### src/rtl/fnd_pkg.sv
// Shared constants for the six-digit 7-segment scan driver.
// Segment patterns are {a,b,c,d,e,f,g}, active-high, a = bit 6.
package fnd_pkg;

  localparam logic [6:0] SEG_0    = 7'b1111110;
  localparam logic [6:0] SEG_1    = 7'b0110000;
  localparam logic [6:0] SEG_2    = 7'b1101101;
  localparam logic [6:0] SEG_3    = 7'b1111001;
  localparam logic [6:0] SEG_4    = 7'b0110011;
  localparam logic [6:0] SEG_5    = 7'b1011011;
  localparam logic [6:0] SEG_6    = 7'b1011111;
  localparam logic [6:0] SEG_7    = 7'b1110000;
  localparam logic [6:0] SEG_8    = 7'b1111111;
  localparam logic [6:0] SEG_9    = 7'b1111011;
  localparam logic [6:0] SEG_DASH = 7'b0000001;
  localparam logic [6:0] SEG_OFF  = 7'b0000000;

  localparam logic [2:0] SLOT_SEC_ONE  = 3'd0;
  localparam logic [2:0] SLOT_SEC_TEN  = 3'd1;
  localparam logic [2:0] SLOT_MIN_ONE  = 3'd2;
  localparam logic [2:0] SLOT_MIN_TEN  = 3'd3;
  localparam logic [2:0] SLOT_HOUR_ONE = 3'd4;
  localparam logic [2:0] SLOT_HOUR_TEN = 3'd5;

  localparam logic [5:0] ENB_ALL_OFF = 6'b111111;

endpackage

### src/rtl/seg7_dec.sv
// BCD nibble to 7-segment pattern; nibbles 10..15 show a dash.
module seg7_dec
  import fnd_pkg::*;
(
  input  logic [3:0] i_nibble,
  output logic [6:0] o_seg
);

  always_comb begin
    o_seg = SEG_DASH;
    case (i_nibble)
      4'd0:    o_seg = SEG_0;
      4'd1:    o_seg = SEG_1;
      4'd2:    o_seg = SEG_2;
      4'd3:    o_seg = SEG_3;
      4'd4:    o_seg = SEG_4;
      4'd5:    o_seg = SEG_5;
      4'd6:    o_seg = SEG_6;
      4'd7:    o_seg = SEG_7;
      4'd8:    o_seg = SEG_8;
      4'd9:    o_seg = SEG_9;
      default: o_seg = SEG_DASH;
    endcase
  end

endmodule

### src/rtl/fnd_scan_drv.sv
// Six-digit HH:MM:SS common-anode scan driver with per-field blanking.
// Optional FND_LEAD_ZERO_BLANK_EN blanks a leading zero in the hour tens digit.
module fnd_scan_drv
  import fnd_pkg::*;
#(
  parameter int SCAN_DIV = 50000
) (
  input  logic       clk,
  input  logic       rst_n,
  input  logic [7:0] i_hour_bcd,
  input  logic [7:0] i_min_bcd,
  input  logic [7:0] i_sec_bcd,
  input  logic       i_dis_hour,
  input  logic       i_dis_min,
  input  logic       i_dis_sec,
  output logic [6:0] o_seg,
  output logic       o_seg_dp,
  output logic [5:0] o_seg_enb
);

  localparam int CNT_W = (SCAN_DIV > 2) ? $clog2(SCAN_DIV) : 1;

  logic [CNT_W-1:0] r_cnt;
  logic [2:0]       r_idx;
  logic             w_tick;
  logic [3:0]       w_nibble;
  logic             w_field_en;
  logic             w_lead_zero;
  logic             w_blank;
  logic [6:0]       w_seg_dec;

  assign w_tick = (r_cnt == CNT_W'(SCAN_DIV - 1));

  always_ff @(posedge clk) begin
    if (!rst_n) begin
      r_cnt <= '0;
      r_idx <= SLOT_SEC_ONE;
    end else begin
      r_cnt <= w_tick ? '0 : r_cnt + CNT_W'(1);
      if (w_tick)
        r_idx <= (r_idx == SLOT_HOUR_TEN) ? SLOT_SEC_ONE : r_idx + 3'd1;
    end
  end

  always_comb begin
    w_nibble   = i_sec_bcd[3:0];
    w_field_en = i_dis_sec;
    case (r_idx)
      SLOT_SEC_ONE:  begin w_nibble = i_sec_bcd[3:0];  w_field_en = i_dis_sec;  end
      SLOT_SEC_TEN:  begin w_nibble = i_sec_bcd[7:4];  w_field_en = i_dis_sec;  end
      SLOT_MIN_ONE:  begin w_nibble = i_min_bcd[3:0];  w_field_en = i_dis_min;  end
      SLOT_MIN_TEN:  begin w_nibble = i_min_bcd[7:4];  w_field_en = i_dis_min;  end
      SLOT_HOUR_ONE: begin w_nibble = i_hour_bcd[3:0]; w_field_en = i_dis_hour; end
      SLOT_HOUR_TEN: begin w_nibble = i_hour_bcd[7:4]; w_field_en = i_dis_hour; end
      default:       begin w_nibble = i_sec_bcd[3:0];  w_field_en = i_dis_sec;  end
    endcase
  end

  seg7_dec u_seg7_dec (
    .i_nibble (w_nibble),
    .o_seg    (w_seg_dec)
  );

`ifdef FND_LEAD_ZERO_BLANK_EN
  assign w_lead_zero = (r_idx == SLOT_HOUR_TEN) && (w_nibble == 4'd0);
`else
  assign w_lead_zero = 1'b0;
`endif

  // A tick cycle always emits a dark frame so the outgoing digit never ghosts onto the next anode.
  assign w_blank = w_tick || !w_field_en || w_lead_zero;

  always_ff @(posedge clk) begin
    if (!rst_n) begin
      o_seg     <= SEG_OFF;
      o_seg_dp  <= 1'b0;
      o_seg_enb <= ENB_ALL_OFF;
    end else if (w_blank) begin
      o_seg     <= SEG_OFF;
      o_seg_dp  <= 1'b0;
      o_seg_enb <= ENB_ALL_OFF;
    end else begin
      o_seg     <= w_seg_dec;
      o_seg_dp  <= (r_idx == SLOT_MIN_ONE) || (r_idx == SLOT_HOUR_ONE);
      o_seg_enb <= ~(6'b000001 << r_idx);
    end
  end

endmodule

### config.mk
export PLATFORM = sky130hd
export DESIGN_NAME = fnd_scan_drv
export DESIGN_NICKNAME = d
export VERILOG_FILES = /design/src/rtl/fnd_pkg.sv /design/src/rtl/seg7_dec.sv /design/src/rtl/fnd_scan_drv.sv
export SDC_FILE = /design/constraint.sdc
export NUM_CORES = 1
export LEC_CHECK = 0
export CAP_MARGIN = 25
export CELL_PAD_IN_SITES_DETAIL_PLACEMENT = 0
export CELL_PAD_IN_SITES_GLOBAL_PLACEMENT = 1
export CORE_MARGIN = 5
export CORE_UTILIZATION = 42
export CTS_CLUSTER_SIZE = 14
export DETAILED_ROUTE_END_ITERATION = 16
export DONT_BUFFER_PORTS = 1
export PLACE_DENSITY = 0.69
export SETUP_SLACK_MARGIN = 0.5
export SLEW_MARGIN = 20
export SYNTH_ARGS = -nofsm -noshare
export SYNTH_HDL_FRONTEND = slang
export SYNTH_SLANG_ARGS = --single-unit
### constraint.sdc
create_clock -name clk -period 4.3 [get_ports clk]
set_input_delay 0 -clock clk [delete_from_list [all_inputs] [get_ports clk]]
set_output_delay 0 -clock clk [all_outputs]
set_load 0.03 [all_outputs]
Word level (Yosys, flattened, before mapping)
Memories as Yosys holds them, arrays and structs flattened. A register that Yosys moved wholly into a read port is not among the register bits.
Index checks and enable logic that the tools add are counted.

operators by class
  eq/ne operators = 6
  shift operators = 1
  bitwise operators = 2
  reductions and logical operators = 7
  $add $sub $neg = 2
  muxes and demuxes = 3

operators by type and width
  cell                   count
  $pmux 4 s5             1
  $add 16x1->16 const B  1
  $eq 16x16->1 const B   1
  $reduce_or 2->1        4
  $eq 3x2->1 const B     2
  $eq 3x3->1 const B     2
  $not 6->6              1
  $shl 1x3->6 const A    1
  $add 3x1->3 const B    1
  $eq 3x1->1 const B     1
  $mux 3                 1
  $logic_or 1x1->1       2
  $pmux 1 s2             1
  $logic_not 1->1        1
  $not 1->1              1

storage, ports and cells
  memories = 1
  ROM bits = 112
  bits in registers = 26

memory list
  memory           depth  width  read ports  clocked after Yosys merged registers in  wr ports  RTL line        RTL
  (no name shown)  16     7      1           1                                        0         seg7_dec.sv:11  case (i_nibble)

Longest topological paths before layout
  depth in word-level cells = 6
  mapped depth = 11
  gate-level depth less buffers = 9

By module
Synthesis repeated with hierarchy kept, for this count alone.

unflattened totals
  cell total of the unflattened synthesis = 193
  area, all modules = 1767.9 µm²

by module, submodules not included
  module        cells an instance  sequential area each (µm²)  times used  area each (µm²)
  fnd_scan_drv  164                660.6                       1           1540.2
  seg7_dec      29                 0.0                         1           227.7

Worst setup path before layout
Ideal clock, no wire load.

  path kind = reg-to-reg
  start = reg r_idx[1]
  end = reg o_seg[1]
  buffers on the path = 2
  library setup time = 0.086 ns
  cell stages (with the launch flop) = 12
  clock period less this slack = 2.738 ns
  path slack = 1.562 ns
  data arrival time = 2.652 ns
  cells stage by stage = dfxtp_1 clkbuf_1 inv_1 ha_1 clkbuf_1 nor3_1 a311oi_1 a22oi_1 inv_1 ha_1 or2_2 a221oi_2

on the way
  word-level cells in the longest chain between the ends = 6

ends and longest elaborated chain
  what                                      RTL line            RTL
  from (decl)                               fnd_scan_drv.sv:24  logic [2:0] r_idx;
  from (signal assigned)                    fnd_scan_drv.sv:41  r_idx <= (r_idx == SLOT_HOUR_TEN) ? SLOT_SEC_ONE : r_idx + 3'd1;
  $eq 3x3->1 or $eq 3x2->1 (tied branches)  fnd_scan_drv.sv:48  case (r_idx)
  $reduce_or 2->1 (no line)                 --
  $pmux 1 s2                                fnd_scan_drv.sv:48
  $logic_not 1->1                           fnd_scan_drv.sv:71  assign w_blank = w_tick || !w_field_en || w_lead_zero;
  $logic_or 1x1->1                          fnd_scan_drv.sv:71
  $reduce_or 2->1 (no line)                 --
  to (decl)                                 fnd_scan_drv.sv:16  output logic [6:0] o_seg,

Parallel ways exist; a longest one is shown, timed or not.
A chain may end at the register's enable or synchronous reset.

Worst setup path in the final report
Ends and elaborated chain as after synthesis.

==> results.md <==
| Group | Quantity | This run |
| --- | --- | --- |
| sta | Max Fclk | 331 MHz |
| sta | Final setup fails | 0 |
| cells and area | Commonest cells after routing, fill and taps aside | sky130_fd_sc_hd__dfxtp_1 (33), sky130_fd_sc_hd__nor2_1 (18), sky130_fd_sc_hd__nand2_1 (13), sky130_fd_sc_hd__a21oi_1 (11) |
| setup path | Worst path slowest cell | sky130_fd_sc_hd__dfxtp_1 |
| clocking | CTS tree | built |
| cells and area | Diodes inserted | 0 |
| place | Post-Place Worst Slack | 1340 ps |
| floorplanning | Standard-cell row count | 23 |
| sta | Hold violation total from the final report | 0 |
| global route | GRT Resource Usage Total | 0.146 |
| floorplanning | Std-Cell Core Area | 4060 um2 |
| floorplanning | Effective utilization at floorplan | 0.441 |
| logic synthesis | EDFF count, synth | 0 |
| cells and area | Filler-free cell count of the finished design | 247 |
| setup path | Critical path required time | 4490 ps |
| cells and area | Layout area overhead | 8.53% |
| logic synthesis | Synthesis-stage register bit count | 33 |
| sta | Setup repair after global routing missed its margin | no |
| setup path | Chain of cells forming the critical path | inv_1, ha_1, nor2b_1, a211oi_1, a22oi_1, inv_1, ha_1, or2_2, a221oi_2 |
| clocking | TritonCTS Buffers | 5 |
| logic synthesis | Syn_nets | 234 |
| drt | Antenna-violating nets left | 0 |
| sta | Final worst slack | 1280 ps |
| setup path | Worst endpoint data arrival time | 3210 ps |
| floorplanning | Die X-Extent | 75.3 um |
| logic synthesis | Synthesis Warnings | 0 |
| global route | Number of antenna violations at the first check in global routing | 0 |
| drt | Number of remaining DRC errors | 0 |
| drt | First-pass iteration count of the detailed router | 5 |
| logic synthesis | Sequential share of the synthesized area | 0.369 |
| logic synthesis | Share of the synthesized area in the top cell type | 0.369 |
| clocking | CTS root buf | sky130_fd_sc_hd__clkbuf_8 |
| logic synthesis | Synthesized netlist cell count | 195 |
| logic synthesis | Number of different library cells in the post-synthesis netlist | 50 |
| cells and area | Layout cells sized above 1 | 0.0863 |
| clocking | Sink count of the clock tree | 33 |
| drt | DR iter-0 viols | 62 |
| global route | Global route overflow | 0 |
| floorplanning | Boundary Pins | 43 |
| logic synthesis | Cell types occupying the most area after synthesis | sky130_fd_sc_hd__dfxtp_1 (37%), sky130_fd_sc_hd__ha_1 (7.0%), sky130_fd_sc_hd__xor2_1 (4.9%), sky130_fd_sc_hd__nor2_1 (3.8%), sky130_fd_sc_hd__a21oi_1 (3.1%) |
| clocking | Count of H-tree levels built during CTS | 2 |
| setup path | Critical Path Max Stage Delay | 620 ps |
| cells and area | Final design instance area without fill | 1940 um2 |
| setup path | Setup Crit Path Kind | reg -> reg |
| global route | Pin count of the biggest net entering global routing | 21 |
| clocking | Clock latency reported for the late side of the worst-skew pair | 280 ps |
| cells and area | Layout Nets | 235 |
| place | Number of cells in the design after placement | 237 |
| drt | Routed via count | 1391 |
| sta | Final worst clock skew | 8.33 ps |
| place | PortBufs | 0 |
| cells and area | Most common cell after layout, fill and taps aside | sky130_fd_sc_hd__dfxtp_1 |
| logic synthesis | Fraction of registers with async set or reset after synthesis | 0 |
| power | Maximum resistive drop on vdd | 136 uV |
| clocking | Reg clk slew, reported paths | 60 ps |
| logic synthesis | Post-Synthesis Mean Instance Area | 9.18 um2 |
| place | HPWL reported at the end of detailed placement | 2.90 mm |
| floorplanning | DIE AREA | 5670 um2 |
| clocking | Post-CTS Resized | 0 |
| drt | WL/cell | 15.7 um |
| drt | Via density | 5.63 |
| sta | Period Utilization, post-route | 0.702 |
| sta | Relative slew margins | 0.354 |
| sta | Sum of negative setup slack | 0 ps |
| worst hold path | HP Class | in -> reg |
| setup path | Type of element launching the critical path | register |
| job | Max-cap violation count | 0 |
| sta | Slew at the pin with the worst max-slew slack | 965 ps |
| logic synthesis | Post-Synthesis Cell Area | 1790 um2 |
| place | Global placer's final weighted congestion | 0.820 |
| clocking | Buffer levels on the longest clock path | 2 |
| logic synthesis | Main flop type after synthesis | sky130_fd_sc_hd__dfxtp_1 |
| drt | Detailed Route WL | 3.88 mm |
| global route | First-pass GRT wire length | 6.35 mm |
| sta | Minimum clock period | 3020 ps |
| power | Pwr/cell area | 338 nW/um2 |
| global route | Number of global-route vias before repair | 1372 |
| status | Outcome | finished clean |
| sta | Count of pins over their slew limit | 0 |
| logic synthesis | Post-synthesis cell type with the largest combined area | sky130_fd_sc_hd__dfxtp_1 |
| place | Area after DPL | 1810 um2 |
| power | Static Leak | 0.733 nW |
| setup path | Type of destination of the critical path | register |
| setup path | Maximum net fanout on the critical path | 16 |
| floorplanning | Die Height | 75.3 um |
flip-flops by register name, indices dropped and copies added, names as in the netlist:
signal,count
o_seg,7
r_idx,3
o_seg_enb,6
o_seg_dp,1
r_cnt,16
logic make-up after synthesis:
group | share of synthesized area
flip-flops | 0.369
adder cells (fa/ha/maj) | 0.0699
AO/OA/AOI/OAI | 0.179
AND/OR/NAND/NOR | 0.246
buffers and inverters | 0.0398
multiplexers | 0.0280
XOR/XNOR | 0.0685
worst max-delay path, delay by kind of cell, from the launching register on:
kind            cells  cell delay, ps
compound gates      3             770
fa+ha+maj           2             750
flops               1             620
simple gates        2             540
buf+inv             2             250
routing by layer:
| metal | track usage | wire, um |
|---|---|---|
| met1 | 0.188 | 1830 |
| met2 | 0.239 | 1800 |
| met3 | 0.0303 | 204 |
| met4 | 0.0621 | 49 |
| met5 | 0 | 0 |
timing repair:
action	4_1_cts	5_1_grt
setup endpoints to repair	0	0
hold endpoints to repair	19	0
hold buffers	1	0
buffers inserted	0	0
synth_stat cells (2+ instances only):
library cell and count:
sky130_fd_sc_hd__dfxtp_1 33, sky130_fd_sc_hd__nor2_1 18, sky130_fd_sc_hd__nand2_1 13, sky130_fd_sc_hd__a21oi_1 11
sky130_fd_sc_hd__ha_1 10, sky130_fd_sc_hd__xor2_1 10, sky130_fd_sc_hd__inv_1 7, sky130_fd_sc_hd__nand3_1 7
sky130_fd_sc_hd__and2_1 6, sky130_fd_sc_hd__nor2b_1 6, sky130_fd_sc_hd__mux2i_1 5, sky130_fd_sc_hd__nand4_1 5
sky130_fd_sc_hd__clkbuf_1 4, sky130_fd_sc_hd__nor3_1 4, sky130_fd_sc_hd__xnor2_1 4, sky130_fd_sc_hd__a211oi_1 3
sky130_fd_sc_hd__buf_2 3, sky130_fd_sc_hd__nand3b_1 3, sky130_fd_sc_hd__o21ai_0 3, sky130_fd_sc_hd__o31ai_1 3
sky130_fd_sc_hd__a211o_1 2, sky130_fd_sc_hd__a22o_1 2, sky130_fd_sc_hd__a2bb2oi_1 2, sky130_fd_sc_hd__and4_1 2
sky130_fd_sc_hd__or3_1 2, sky130_fd_sc_hd__or3b_1 2, sky130_fd_sc_hd__or4_1 2
power by group:
group	internal [mW]	switching, mW	leakage [nW]
Combinational	0.0143	0.0206	0.407
Sequential	0.312	0.0116	0.268
Clock	0.189	0.109	0.0585
Total	0.515	0.141	0.733
per-stage QoR:
stage | power [mW] | util | hold WS, ps
after floorplan | 0.358 | - | 122
after global placement | 0.363 | 0.447 | 124
after detailed placement | 0.364 | 0.447 | 127
after CTS | 0.663 | 0.478 | 49.9
after global routing | 0.680 | 0.479 | 38.1
final | 0.656 | 0.479 | 16.3
final timing paths:
check,from,endpoint,slack [ps],cells after the start
worst max register to register,r_idx[1],o_seg[1],1280,9
worst min register to register,r_cnt[0],r_cnt[0],460,1
worst max-delay path,r_idx[1],o_seg[1],1280,9
worst min-delay path,i_dis_sec,o_seg_enb[1],20,3
layout make-up:
class,instances,area [um2]
fillers,384,2110
multi-input cells,146,1060
flip-flops and latches,33,661
clock buffers,7,86.3
well taps,50,62.6
clock inverters,1,30.0
inverters,8,30.0
repair buffers,2,15.0
(Power assumes the default switching activity.)
